===== config.mk =====
export PLATFORM = sky130hd
export DESIGN_NAME = vc8_ring_drain
export DESIGN_NICKNAME = d
export VERILOG_FILES = /design/src/rtl/vc8_ring_drain.sv
export SDC_FILE = /design/constraint.sdc
export NUM_CORES = 1
export LEC_CHECK = 0
export BUFFER_PORTS_ARGS = -buffer_cell sky130_fd_sc_hd__buf_2
export CAP_MARGIN = 40
export CORE_MARGIN = 3
export CORE_UTILIZATION = 42
export CTS_CLUSTER_DIAMETER = 120
export DETAILED_ROUTE_END_ITERATION = 12
export SYNTH_ARGS = -nofsm -noshare
export SYNTH_HDL_FRONTEND = slang
export SYNTH_SLANG_ARGS = --single-unit

===== constraint.sdc =====
create_clock -name CLOCK -period 4.7 [get_ports CLOCK]
set_clock_uncertainty 0.05 [all_clocks]
set_input_delay 0.94 -clock CLOCK [delete_from_list [all_inputs] [get_ports CLOCK]]
set_output_delay 0.94 -clock CLOCK [all_outputs]
set_load 0.01 [all_outputs]

===== src/rtl/vc8_ring_drain.sv =====
// Consumer for the VC-8 point ring: fetches {intens,y,x} entries from video RAM and
// offers them to the renderer, either consuming them (DRAIN) or re-walking them (REPLAY).
module vc8_ring_drain #(
    parameter int AW     = 15,
    parameter int RD_LAT = 3
) (
    input  logic          CLOCK,
    input  logic          RESET,
    input  logic          enable,
    input  logic          replay,
    input  logic [AW-1:0] insert,
    input  logic          bump,
    output logic [AW-1:0] vidaddrb,
    output logic          videnabb,
    input  logic [21:0]   viddatab,
    output logic          pix_valid,
    input  logic          pix_ready,
    output logic [9:0]    pix_x,
    output logic [9:0]    pix_y,
    output logic [1:0]    pix_intens,
    output logic [AW-1:0] remove,
    output logic          frame_done,
    output logic [15:0]   overruns
);

    localparam int CW = (RD_LAT > 1) ? $clog2(RD_LAT) : 1;

    typedef enum logic [1:0] {IDLE, FETCH, PRESENT} state_t;

    state_t        state;
    logic [CW-1:0] cnt;
    logic [AW-1:0] cursor;
    logic          mode;   // latched replay for the point in flight
    logic          stale;

    logic [AW-1:0] src;
    logic          accept, bump_hit, stale_now, rem_inc, cur_inc;

    assign src       = replay ? cursor : remove;
    assign accept    = (state == PRESENT) && pix_valid && pix_ready;
    // The writer overwrote the very slot we are fetching or offering.
    assign bump_hit  = bump && !mode && (state != IDLE) && (vidaddrb == remove);
    assign stale_now = stale | bump_hit;
    // A same-cycle bump and accept name the same slot, so remove moves once.
    assign rem_inc   = bump | (accept & ~mode & ~stale_now);
    assign cur_inc   = (accept & mode) | (bump & (cursor == remove));

    always_ff @(posedge CLOCK) begin
        if (RESET) begin
            state      <= IDLE;
            cnt        <= '0;
            cursor     <= '0;
            mode       <= 1'b0;
            stale      <= 1'b0;
            vidaddrb   <= '0;
            videnabb   <= 1'b0;
            pix_valid  <= 1'b0;
            pix_x      <= '0;
            pix_y      <= '0;
            pix_intens <= '0;
            remove     <= '0;
            frame_done <= 1'b0;
            overruns   <= '0;
        end else begin
            frame_done <= 1'b0;
            if (rem_inc)  remove <= remove + 1'b1;
            if (cur_inc)  cursor <= cursor + 1'b1;
            if (bump_hit) stale  <= 1'b1;

            case (state)
                IDLE: begin
                    if (enable && (src != insert)) begin
                        vidaddrb <= src;
                        videnabb <= 1'b1;
                        cnt      <= '0;
                        mode     <= replay;
                        stale    <= 1'b0;
                        state    <= FETCH;
                    end else if (enable && replay && (cursor != remove)) begin
                        // End of a replay pass; restart from the oldest live slot.
                        cursor     <= bump ? remove + 1'b1 : remove;
                        frame_done <= 1'b1;
                    end
                end
                FETCH: begin
                    if (cnt == CW'(RD_LAT - 1)) begin
                        videnabb <= 1'b0;
                        if (stale_now) begin
                            if (overruns != 16'hFFFF) overruns <= overruns + 1'b1;
                            state <= IDLE;
                        end else begin
                            pix_x      <= viddatab[9:0];
                            pix_y      <= viddatab[19:10];
                            pix_intens <= viddatab[21:20];
                            pix_valid  <= 1'b1;
                            state      <= PRESENT;
                        end
                    end else begin
                        cnt <= cnt + 1'b1;
                    end
                end
                PRESENT: begin
                    if (pix_ready) begin
                        pix_valid <= 1'b0;
                        state     <= IDLE;
                    end
                end
                default: state <= IDLE;
            endcase
        end
    end

endmodule


# After elaboration in Yosys (flattened, before gate mapping)
# Cells that the tools add are included.
[word_totals]
elab_cells = 87
reg_bits = 92
inputBits = 43
[classes]
n_mux = 25
addsub = 4
eq_ne = 13
bitwise = 10
n_reduce_logical = 21
[ops]
columns = ["operator", "count"]
rows = [
  ["$mux W15", 6],
  ["$add A15 B1 Y15 const B", 2],
  ["$eq A15 B15 Y1", 2],
  ["$ne A15 B15 Y1", 2],
  ["$add A16 B1 Y16 const B", 1],
  ["$ne A16 B16 Y1 const B", 1],
  ["$mux W2", 6],
  ["$reduce_and A3 Y1", 4],
  ["$ne A2 B2 Y1 const B", 5],
  ["$mux W1", 9],
  ["$logic_and A1 B1 Y1", 8],
  ["$reduce_and A4 Y1", 2],
  ["$pmux W2 S3", 1],
  ["$reduce_bool A2 Y1", 3],
  ["$and A1 B1 Y1", 4],
  ["$eq A2 B2 Y1 const B", 2],
  ["$pmux W1 S2", 2],
  ["$pmux W2 S2", 1],
  ["$not A1 Y1", 3],
  ["$or A1 B1 Y1", 3],
  ["$reduce_or A3 Y1", 1],
  ["$add A2 B1 Y2 const B", 1],
  ["$eq A2 B1 Y1 const B", 1],
  ["$logic_not A2 Y1", 1],
  ["other kinds (2)", 2],
]

# Logic depth before layout (Yosys ltp)
[logic_depth]
word_depth = 9
mapped_depth = 10
depth_no_buf = 7

# Worst setup path after synthesis
# OpenSTA, ideal clock, no wires.
[synth_timing]
path_kind = "in2reg"
startpoint = "in replay"
endpoint = "reg vidaddrb[0]"
t_arrival_ps = 2731
slack_ps = 1798
required_ps = 4529
stages = 10
path_buffers = 4
setup_time_ps = 121
path_cell_list = "buf_6 -> buf_8 -> mux2i_2 -> xnor2_1 -> nor4_2 -> nand2_2 -> o211a_1 -> buf_2 -> buf_6 -> mux2_2"
[synth_via]
elab_chain_len = 4
[synth_lines]
columns = ["item", "line_no", "source"]
rows = [
  ["start, declared", "10", "input logic replay,"],
  ["$mux W15 *", "39", "assign src = replay ? cursor : remove;"],
  ["$ne A15 B15 Y1", "72", "if (enable && (src != insert)) begin"],
  ["$logic_and A1 B1 Y1", "72", ""],
  ["$reduce_and A2 Y1 (no source line)", "--", ""],
  ["end signal, assigned", "73", "vidaddrb <= src;"],
  ["end, declared", "13", "output logic [AW-1:0] vidaddrb,"],
]
# Mark *: on every way between the ends. The rest lies on a longest branch, timed or not.
# A chain may end at the register's enable or synchronous reset.

# Final worst setup path
[layout_timing]
startpoint = "in replay"
endpoint = "reg cursor[0]"
[layout_via]
elab_chain_len = 5
[layout_lines]
columns = ["item", "line_no", "source"]
rows = [
  ["$mux W15 or $logic_and A1 B1 Y1 (tied branches)", "39, 79", ""],
  ["$ne A15 B15 Y1 or $logic_and A1 B1 Y1 (tied branches)", "72, 79", ""],
  ["$logic_and A1 B1 Y1 or $mux W15 (tied branches)", "72, 79", ""],
  ["$mux W15 *", "72", ""],
  ["$mux W15 *", "70", "case (state)"],
  ["end signal, assigned", "67", "if (cur_inc) cursor <= cursor + 1'b1;"],
  ["end signal, assigned", "81", "cursor <= bump ? remove + 1'b1 : remove;"],
  ["end, declared", "32", "logic [AW-1:0] cursor;"],
]
# Marked as above.

==> impl_metrics.tcl <==
set metrics [dict create \
    syn_area_um2 5381 \
    synth_top_family_by_area "simple AND/OR/NAND/NOR gates" \
    arrival_ns 3.60 \
    core-area_um2 12260 \
    hp-class "flop to flop" \
    finalHoldViolations 0 \
    final_antenna_net_count 0 \
    fin_nets 741 \
    die-area_um2 14210 \
    rows 40 \
    via_count 4775 \
    cp-end-kind "flop" \
    synthAdderAreaFrac 0.009300 \
    powerDensity_nw_per_um2 274.4 \
    grt_pass1_wl_um 23830 \
    criticalPathCategory "input pin to flop" \
    routedWlPerCell_um 16.93 \
    firstDrtPassIters 5 \
    p_sw_frac 0.2539 \
    p_leak_nw 2.533 \
    dpl_cell_area_um2 5956 \
    synth-seq-cells 92 \
    slew_headroom 0.4524 \
    synth_ff_type "dfxtp_1" \
    place_congestion 0.8790 \
    cts_tree "built" \
    syn-num-nets 669 \
    critPathMaxFanout 17 \
    final_cell_mix "buf_2 (112), dfxtp_1 (92), nor2_1 (69)" \
    synth_mux_area_frac 0.1411 \
    ys_warn_count 0 \
    cts_root_buf "clkbuf_16" \
    drive_above_1_share 0.2561 \
    drt-vias-per-instance 5.507 \
    drv_cap 0 \
    power.switching_mw 0.4366 \
    clock_power_share 0.446 \
    yosys.area_share.simple 0.2365 \
    synth_cell_types 45 \
    die_h_um 119.2 \
    dp_hpwl_um 10770 \
    status "complete, no violations" \
    sequentialPowerShare 0.468 \
    finalSetupTns_ns 0 \
    cts_setup_buffers 0 \
    grt_pass1_vias 4555 \
    clk_pin_slew_ns 0.07 \
    holdBufCountCts 0 \
    numPortBuffers 113 \
    postCtsResizedCells 0 \
    r2r_setup_slack_ns 1.69 \
    finalSetupViolCount 0 \
    syn_area_per_cell_um2 8.652 \
    grt_setup_unrepaired "no" \
    final_common_cell "buf_2" \
    io-pin-count 114 \
    min_period_ns 3.412 \
    synth_edf_count 0 \
    cellInternalPower_mw 1.283 \
    grt_use_total 0.2060 \
    cp-start-kind "input pin" \
    synth_xor_area_frac 0.1172 \
    fin_crit_sh 0.7260 \
    synth_seq_area_share 0.3422 \
    ir_worst_vdd_mv 0.1903 \
    overflow 0 \
    drt_iter0_markers 362 \
    combPwrFrac 0.086 \
    antenna_found_initial 0 \
    tightest_slew_ns 0.8215 \
    crit_required_ns 4.89 \
    utilization 0.5110 \
    ys_async_sr_fraction 0 \
    wirelength_um 14680 \
    fin_area_um2 6266 \
    cts_buffer_depth 2 \
    slew_violations 0 \
    n_antenna_cell 0 \
    fp.dieW_um 119.2 \
    htree_levels 3 \
    start_util 0.4389 \
    cts_sinks 92 \
    timing.hold.ws_ns 0.4158 \
    syn_inst 622 \
    numCtsBuffers 9 \
    grt_max_degree 58 \
    drc 0 \
    area_growth_pct 16.44 \
    synth_compound_area_frac 0.1009 \
    max_freq_mhz 293.1 \
    clock_latency_ns 0.35 \
]
-- state kept, by name (all words and copies together) (netlist names) --
register / flops
overruns: 16
cursor: 15
remove: 15
vidaddrb: 15
pix_x: 10
pix_y: 10
cnt: 2
pix_intens: 2
state: 2
frame_done: 1
mode: 1
pix_valid: 1
stale: 1
videnabb: 1
-- metrics by stage --
| stage | total power, mW | std cells | setup WS, ns |
|---|---|---|---|
| after floorplan | 0.9204 | 622 | 1.798 |
| after global routing | 1.786 | 867 | 1.134 |
| final | 1.720 | 867 | 1.288 |
| after detailed placement | 0.9711 | 851 | 0.9488 |
| after global placement | 0.9634 | 849 | 1.074 |
| after CTS | 1.737 | 867 | 1.319 |
-- power groups by stage --
stage	clock network [mW]	registers (mW)	logic, mW
final	0.766	0.805	0.148
after CTS	0.784	0.805	0.149
after global routing	0.817	0.806	0.164
after detailed placement	0	0.823	0.149
after global placement	0	0.822	0.141
after floorplan	0	0.817	0.104
-- layout make-up --
class                      instances  area [um2]
sequential                        92        1842
tap                              168       210.2
inverter                           6       22.52
clock inverter                     5       67.56
timing repair buffer             117       614.3
multi-input combinational        468        3267
clock buffer                      11       242.7
fill                            1170        5996
-- synth_stat cells, types with 2 or more instances --
| master | n | area share |
|---|---|---|
| buf_6 | 4 | 0.0084 |
| nand3_1 | 15 | 0.014 |
| nor2b_1 | 31 | 0.036 |
| nand4_1 | 21 | 0.024 |
| o21ai_0 | 5 | 0.0046 |
| nor2_1 | 69 | 0.048 |
| mux2_2 | 33 | 0.069 |
| or3b_2 | 2 | 0.0033 |
| buf_2 | 8 | 0.0074 |
| a2111oi_0 | 2 | 0.0033 |
| ha_1 | 4 | 0.0093 |
| mux2i_2 | 2 | 0.0051 |
| and4_1 | 4 | 0.0065 |
| and3_1 | 5 | 0.0058 |
| nand2_1 | 30 | 0.021 |
| dfxtp_1 | 92 | 0.34 |
| nor4_1 | 19 | 0.022 |
| a21o_1 | 3 | 0.0042 |
| nand3b_1 | 4 | 0.0056 |
| and2_1 | 3 | 0.0035 |
| xor2_1 | 25 | 0.041 |
| mux2i_1 | 36 | 0.067 |
| nor4_2 | 4 | 0.0093 |
| inv_1 | 5 | 0.0035 |
| o31ai_1 | 10 | 0.014 |
| xnor2_1 | 47 | 0.076 |
| a21oi_1 | 35 | 0.033 |
| a21boi_0 | 4 | 0.0056 |
| or3_1 | 7 | 0.0081 |
| or4_1 | 10 | 0.014 |
| a211oi_1 | 20 | 0.028 |
| nor3_1 | 7 | 0.0065 |
| clkbuf_1 | 43 | 0.030 |
| nand2b_1 | 2 | 0.0023 |
-- routing by layer --
metal	share of wire	GRT usage	vias up
met1	0.47	0.2853	2264
met4	0.013	0.06083	0
met5	0	0	-
met3	0.059	0.03799	14
met2	0.46	0.3264	154
li1	-	-	2343
-- path summary, 6_finish.rpt --
check | end | startpoint | cells past startpoint
hold reg to reg | videnabb$_SDFFE_PP0P_ | videnabb$_SDFFE_PP0P_ | 2
hold / removal | videnabb$_SDFFE_PP0P_ | videnabb$_SDFFE_PP0P_ | 2
setup reg to reg | cursor[0]$_SDFF_PP0_ | remove[9]$_SDFFE_PP0P_ | 6
setup / recovery | cursor[0]$_SDFF_PP0_ | replay | 7
-- cell families (layout without fill, tap and decap cells) --
group,after synthesis,after routing
compound gates,84,84
simple gates,237,237
flops,92,92
buf+inv,62,139
fa+ha+maj,4,4
mux,71,71
xor+xnor,72,72
-- worst max-delay path: stages --
cell     delay, ns
buf_2         0.40
mux2i_1       0.33
xnor2_1       0.11
nor4_2        0.35
nand4_2       0.37
or3_1         0.73
mux2_2        0.37
Note: power is estimated with default switching activity, not from simulation.
